## config.mk

```make
export PLATFORM = sky130hd
export DESIGN_NAME = booth_r16_seq_enc
export DESIGN_NICKNAME = d
export VERILOG_FILES = /design/src/rtl/mul_pkg.sv /design/src/rtl/booth_r16_digit.sv /design/src/rtl/booth_r16_seq_enc.sv
export SDC_FILE = /design/constraint.sdc
export NUM_CORES = 1
export LEC_CHECK = 0
export BUFFER_PORTS_ARGS = -buffer_cell sky130_fd_sc_hd__buf_2
export CAP_MARGIN = 20
export CORE_MARGIN = 8
export CORE_UTILIZATION = 47
export DETAILED_ROUTE_END_ITERATION = 12
export GPL_TIMING_DRIVEN = 0
export PLACE_DENSITY = 0.74
export SYNTH_ARGS = -nofsm -noshare
export SYNTH_HDL_FRONTEND = slang
export SYNTH_SLANG_ARGS = --single-unit
```

## constraint.sdc

```tcl
create_clock -name clk -period 2 [get_ports clk]
set_clock_uncertainty 0.1 [all_clocks]
set_input_delay 0.1 -clock clk [delete_from_list [all_inputs] [get_ports clk]]
set_output_delay 0.1 -clock clk [all_outputs]
set_load 0.005 [all_outputs]
```

## src/rtl/mul_pkg.sv

```systemverilog
// Shared multiplier types: Booth digit magnitudes, recoder window, encoder FSM states.
package mul_pkg;

  localparam int WIDTH = 8;

  typedef enum logic [3:0] {
    PP_0  = 4'd0,
    PP_A  = 4'd1,
    PP_2A = 4'd2,
    PP_3A = 4'd3,
    PP_4A = 4'd4,
    PP_5A = 4'd5,
    PP_6A = 4'd6,
    PP_7A = 4'd7,
    PP_8A = 4'd8
  } booth_sel_t;

  typedef logic [4:0] booth_win_t;

  typedef enum logic {ENC_IDLE, ENC_EMIT} enc_state_t;

  // Signed operands need no extra top digit; unsigned ones need one to absorb the top carry.
  function automatic int booth_nd(input int w, input logic sgn);
    return sgn ? (w + 3) / 4 : w / 4 + 1;
  endfunction

endpackage

```

## src/rtl/booth_r16_digit.sv

```systemverilog
// Radix-16 Booth digit decode of one 5-bit window {b3,b2,b1,b0,b(-1)}.
module booth_r16_digit
  import mul_pkg::*;
(
  input  booth_win_t win,
  output booth_sel_t booth_sel,
  output logic       neg_value
);

  logic signed [5:0] val;
  logic        [3:0] mag;

  // -8*b3 + 4*b2 + 2*b1 + b0 is win[4:1] read as signed; b(-1) adds on top.
  assign val       = $signed({{2{win[4]}}, win[4:1]}) + $signed({5'b0, win[0]});
  assign neg_value = val[5];
  assign mag       = neg_value ? 4'(-val) : val[3:0];
  assign booth_sel = booth_sel_t'(mag);

endmodule

```

## src/rtl/booth_r16_seq_enc.sv

```systemverilog
// Sequential radix-16 Booth recoder: one operand in, its digits out LSB-first, one per handshake.
module booth_r16_seq_enc
  import mul_pkg::*;
#(
  parameter int W = WIDTH
) (
  input  logic                                   clk,
  input  logic                                   rst,
  input  logic                                   flush,
  input  logic                                   in_valid,
  output logic                                   in_ready,
  input  logic [W-1:0]                           multiplier_in,
  input  logic                                   signed_in,
  output logic                                   out_valid,
  input  logic                                   out_ready,
  output booth_sel_t                             booth_sel,
  output logic                                   neg_value,
  output logic [$clog2(booth_nd(W, 1'b0)+1)-1:0] digit_idx,
  output logic                                   last
);

  localparam int NDMAX = booth_nd(W, 1'b0);
  localparam int SRW   = 4 * NDMAX + 1;
  localparam int EXTW  = SRW - W - 1;
  localparam int DW    = $clog2(NDMAX + 1);
  localparam logic [DW-1:0] ND_U = DW'(booth_nd(W, 1'b0));
  localparam logic [DW-1:0] ND_S = DW'(booth_nd(W, 1'b1));

  enc_state_t     state, state_n;
  logic [SRW-1:0] sr, sr_n, load_sr;
  logic [DW-1:0]  idx_n, ndig_q, ndig_n;
  logic           hs, load;
  booth_sel_t     dec_sel;
  logic           dec_neg;

  booth_r16_digit u_digit (
    .win       (sr[4:0]),
    .booth_sel (dec_sel),
    .neg_value (dec_neg)
  );

  assign out_valid = (state == ENC_EMIT);
  assign last      = out_valid && (digit_idx == ndig_q - 1'b1);
  assign hs        = out_valid && out_ready;
  assign in_ready  = (state == ENC_IDLE) || (hs && last);
  assign load      = in_ready && in_valid && !flush;
  assign load_sr   = {{EXTW{signed_in & multiplier_in[W-1]}}, multiplier_in, 1'b0};

  // Gate the decode so an idle encoder presents a canonical zero digit.
  assign booth_sel = out_valid ? dec_sel : PP_0;
  assign neg_value = out_valid & dec_neg;

  always_comb begin
    state_n = state;
    sr_n    = sr;
    idx_n   = digit_idx;
    ndig_n  = ndig_q;
    if (flush) begin
      state_n = ENC_IDLE;
      idx_n   = '0;
    end else if (load) begin
      // Also covers the last-digit cycle: next operand follows with no bubble.
      state_n = ENC_EMIT;
      sr_n    = load_sr;
      idx_n   = '0;
      ndig_n  = signed_in ? ND_S : ND_U;
    end else if (hs) begin
      if (last) begin
        state_n = ENC_IDLE;
        idx_n   = '0;
      end else begin
        sr_n  = {{4{sr[SRW-1]}}, sr[SRW-1:4]};
        idx_n = digit_idx + 1'b1;
      end
    end
  end

  always_ff @(posedge clk or posedge rst) begin
    if (rst) begin
      state     <= ENC_IDLE;
      sr        <= '0;
      digit_idx <= '0;
      ndig_q    <= '0;
    end else begin
      state     <= state_n;
      sr        <= sr_n;
      digit_idx <= idx_n;
      ndig_q    <= ndig_n;
    end
  end

endmodule

```

==> impl_metrics.py <==
metrics = {
    "critical_path": {
        "reg2reg_end": "sr[5]",
        "arrival_time_of_data_at_the_critical_path_endpoint_ps": 2250,
        "reg2reg_setup_slack_ps": -160,
        "timing.critical_path.slowest_stage_cell": "dfrtp_1",
        "timing.reg2reg.worst_path_depth": 6,
        "timing_worst_setup_path_type": "flop to flop",
        "r2r_start": "digit_idx[1]",
        "crit_chain": "xnor2_2, nand4_2, a311oi_4, buf_6, mux2_4, mux2_4",
        "critPathCaptureType": "flop",
        "critPathLaunchType": "flop",
        "maximum_fanout_along_the_worst_path": 7,
        "critPathMaxStageDelay_ps": 440,
        "critical_path_required_time_ps": 2090,
        "crit_top_cell": "mux2_4",
    },
    "finish": {
        "area.growth.synth_to_final_pct": 44.51,
        "antennaDiodeCount": 0,
        "design.final.nets": 149,
        "most-common-layout-cells": "buf_2, mux2_4, dfrtp_1",
        "multi_input_gate_area_in_the_final_layout_sq_um": 742.0,
        "fill_cells": 162,
        "final_layout_size_suffix_gt1_share_pct": 55.73,
        "regArea_sq_um": 400.4,
        "layout.cells.most_common": "buf_2",
    },
    "clock_network": {
        "skew_pair_late_insertion_delay_ps": 300,
        "clock_sink_count": 16,
        "ctsHtreeMaxLevel": 1,
        "root_buffer": "clkbuf_4",
        "cts_inserted_buffers": 3,
        "path_clk_slew_ps": 100,
        "cts-root-to-sink-buffers": 2,
        "cts_tree": "done",
    },
    "place": {
        "portBuffers": 23,
        "dp_hpwl_um": 1586,
        "routabilityCongestion": 0.7892,
        "placement.setup.worst_slack_ps": -280.8,
    },
    "synthesis": {
        "synth_top_area_share_pct": 38.60,
        "ys_types": 34,
        "net_count_of_the_mapped_netlist": 108,
        "synthCells": 91,
        "yosysWarningCount": 0,
        "avgSynthCellArea_sq_um": 11.40,
        "synth-seq-cells": 16,
        "synth_area_leaders": "dfrtp_1, mux2_2, ha_1",
        "post-synth-top-area-cell": "dfrtp_1",
        "synth_seq_area_share_pct": 38.60,
        "synth_area_sq_um": 1037,
    },
    "min_path": {
        "hold_path_startpoint": "multiplier_in[0]",
        "min_path_cells": 3,
        "hold_end": "sr[1]",
        "min-delay-path-class": "input port to flop",
    },
    "floorplanning": {
        "chip_width_um": 62.98,
        "initial_utilization_pct": 48.28,
        "dieHeight_um": 62.98,
        "placementRows": 17,
        "boundaryPins": 24,
        "fp.dieArea_sq_um": 3966,
        "floorplan.core_area_sq_um": 2148,
    },
    "sta": {
        "report.final.setup_viol": 10,
        "worstMarginPinSlew_ps": 596.8,
        "final_critical_path_setup_slack_ps": -157.4,
        "final-hold-violation-count": 0,
        "layout_worst_path_cycle_share_pct": 107.9,
        "final_max_slew_viol_count": 0,
        "fin_crit_ps": 2157,
        "final.hold.worst_slack_ps": 50.97,
        "achievable-frequency_mhz": 463.5,
        "unrepaired_setup_endpoints_after_global_routing": "yes",
        "worst_max_slew_margin_expressed_relative_to_the_limit_pct": 60.17,
    },
    "detailed_routing": {
        "detail_route.vias_per_cell": 5.119,
        "drc": 0,
        "drt_first_pass_iters": 4,
        "vias": 814,
        "post_drt_wl_per_cell_um": 15.04,
        "residual_antenna_violating_net_count_after_detailed_routing": 0,
        "detailedRoute.firstIterationViolations": 25,
        "finalWirelength_um": 2391,
    },
    "flow_run": {
        "timing.max_cap.violations": 0,
    },
    "power": {
        "netSwitchingFraction_pct": 33.57,
        "clock_network_fraction_of_total_power_pct": 14.9,
        "total_switching_power_mw": 0.5078,
        "comb_power_share_pct": 50.5,
        "total_leakage_power_nw": 0.7329,
        "ir_drop_worst_case_vdd_uv": 676.4,
        "p_int_mw": 1.005,
        "cellPowerDensity_nw_per_um2": 1009,
        "sequential_group_share_of_total_power_pct": 34.5,
    },
    "outcome": {
        "violations_in_the_final_reports": "negative setup slack",
        "run_status": "finished, violations left",
    },
    "global_routing": {
        "grt_pass1_wl_um": 3843,
        "grt_max_degree": 17,
        "number_of_global_route_vias_before_repair": 834,
        "antenna_violations_before_repair": 0,
        "global_route_total_usage_across_every_layer_pct": 11.66,
        "remaining_global_route_overflow": 0,
    },
}
## Yosys cell counts
| master | instances |
|---|---|
| mux2_2 | 17 |
| dfrtp_1 | 16 |
| inv_1 | 8 |
| a21oi_1 | 5 |
| and2_1 | 4 |
| ha_1 | 3 |
| mux2i_1 | 3 |
| nand2b_1 | 3 |
| nand2_1 | 2 |
| nand3_1 | 2 |
| nor2_1 | 2 |
| nor2b_1 | 2 |
| o21ai_0 | 2 |
| xnor2_1 | 2 |
| a21boi_0 | 1 |
| a21o_1 | 1 |
| a311oi_4 | 1 |
| and2b_1 | 1 |
| and3_1 | 1 |
| buf_6 | 1 |
| clkbuf_1 | 1 |
| mux2_4 | 1 |
| nand4_2 | 1 |
| nand4b_4 | 1 |
| nor3_1 | 1 |
| nor3_4 | 1 |
| nor4_1 | 1 |
| o211a_1 | 1 |
| o32ai_1 | 1 |
| o41ai_1 | 1 |
| or2_2 | 1 |
| or3_1 | 1 |
| xnor2_2 | 1 |
| xor2_1 | 1 |
## metal layers
layer / GRT usage, % / vias up / wire, um / part of all wire, %
met3: 3.405 / 4 / 113 / 4.7
met1: 13.39 / 392 / 1029 / 43
met5: 0 / - / 0 / 0
li1: - / 401 / - / -
met2: 19.85 / 17 / 1219 / 51
met4: 4.274 / 0 / 29 / 1.2
## per-stage QoR
stage / instances / TNS (ps) / utilization (%) / instance area [sq um] / power (mW)
floorplan: 91 / -674.1 / - / 1082 / 0.8734
global placement: 142 / -2010 / 57.37 / 1232 / 0.9776
detailed placement: 142 / -2071 / 57.37 / 1232 / 1.003
CTS: 157 / -1881 / 66.98 / 1439 / 1.404
global route: 159 / -2244 / 69.77 / 1499 / 1.595
finish: 159 / -1357 / 69.77 / 1499 / 1.513
## timing repair
item,in CTS,in global routing
setup buffers,6,2
setup endpoints to repair,14,16
hold endpoints to repair,21,0
gates resized for setup,18,6
pin swaps,7,8
hold buffers,5,0
## worst max path at each step
stage                 startpoint     to
global route           ndig_q[1]  sr[1]
finish              digit_idx[1]  sr[5]
detailed placement  digit_idx[1]  sr[5]
CTS                 digit_idx[1]  sr[5]
global placement    digit_idx[1]  sr[8]
floorplan           digit_idx[1]  sr[1]
## logic make-up (layout without fill, tap and decap cells)
kind of cell    after synthesis  after routing  synth area share [%]
buf+inv                      10             50                 4.342
xor+xnor                      4              4                 4.102
fa+ha+maj                     3              3                 3.619
mux                          21             21                 22.80
flops                        16             16                 38.60
compound gates               13             13                 10.01
simple gates                 24             24                 16.53
## power by group through the flow
stage | registers (mW) | clock network (mW) | logic (mW)
global route | 0.534 | 0.236 | 0.825
detailed placement | 0.504 | 0 | 0.499
CTS | 0.508 | 0.225 | 0.671
floorplan | 0.478 | 0 | 0.395
global placement | 0.500 | 0 | 0.478
finish | 0.523 | 0.226 | 0.764
## state kept, by name, summed over array words and instances, names as in the netlist
signal	flops
digit_idx	2
ndig_q	2
out_valid	1
sr	11
## layout make-up
cell class | instances | area share [%]
buffer | 2 | 1.002
tap | 28 | 2.337
inverter | 8 | 2.170
clock buffer | 4 | 2.421
sequential | 16 | 26.71
multi-input combinational | 65 | 49.50
timing repair buffer | 36 | 15.86
## critical path: cells and delay by family, from the launching register on
family          cells  cell delay [ps]
mux                 2              550
simple gates        1              170
buf+inv             1              200
flops               1              440
compound gates      1              340
xor+xnor            1              250
(Power assumes the default switching activity.)
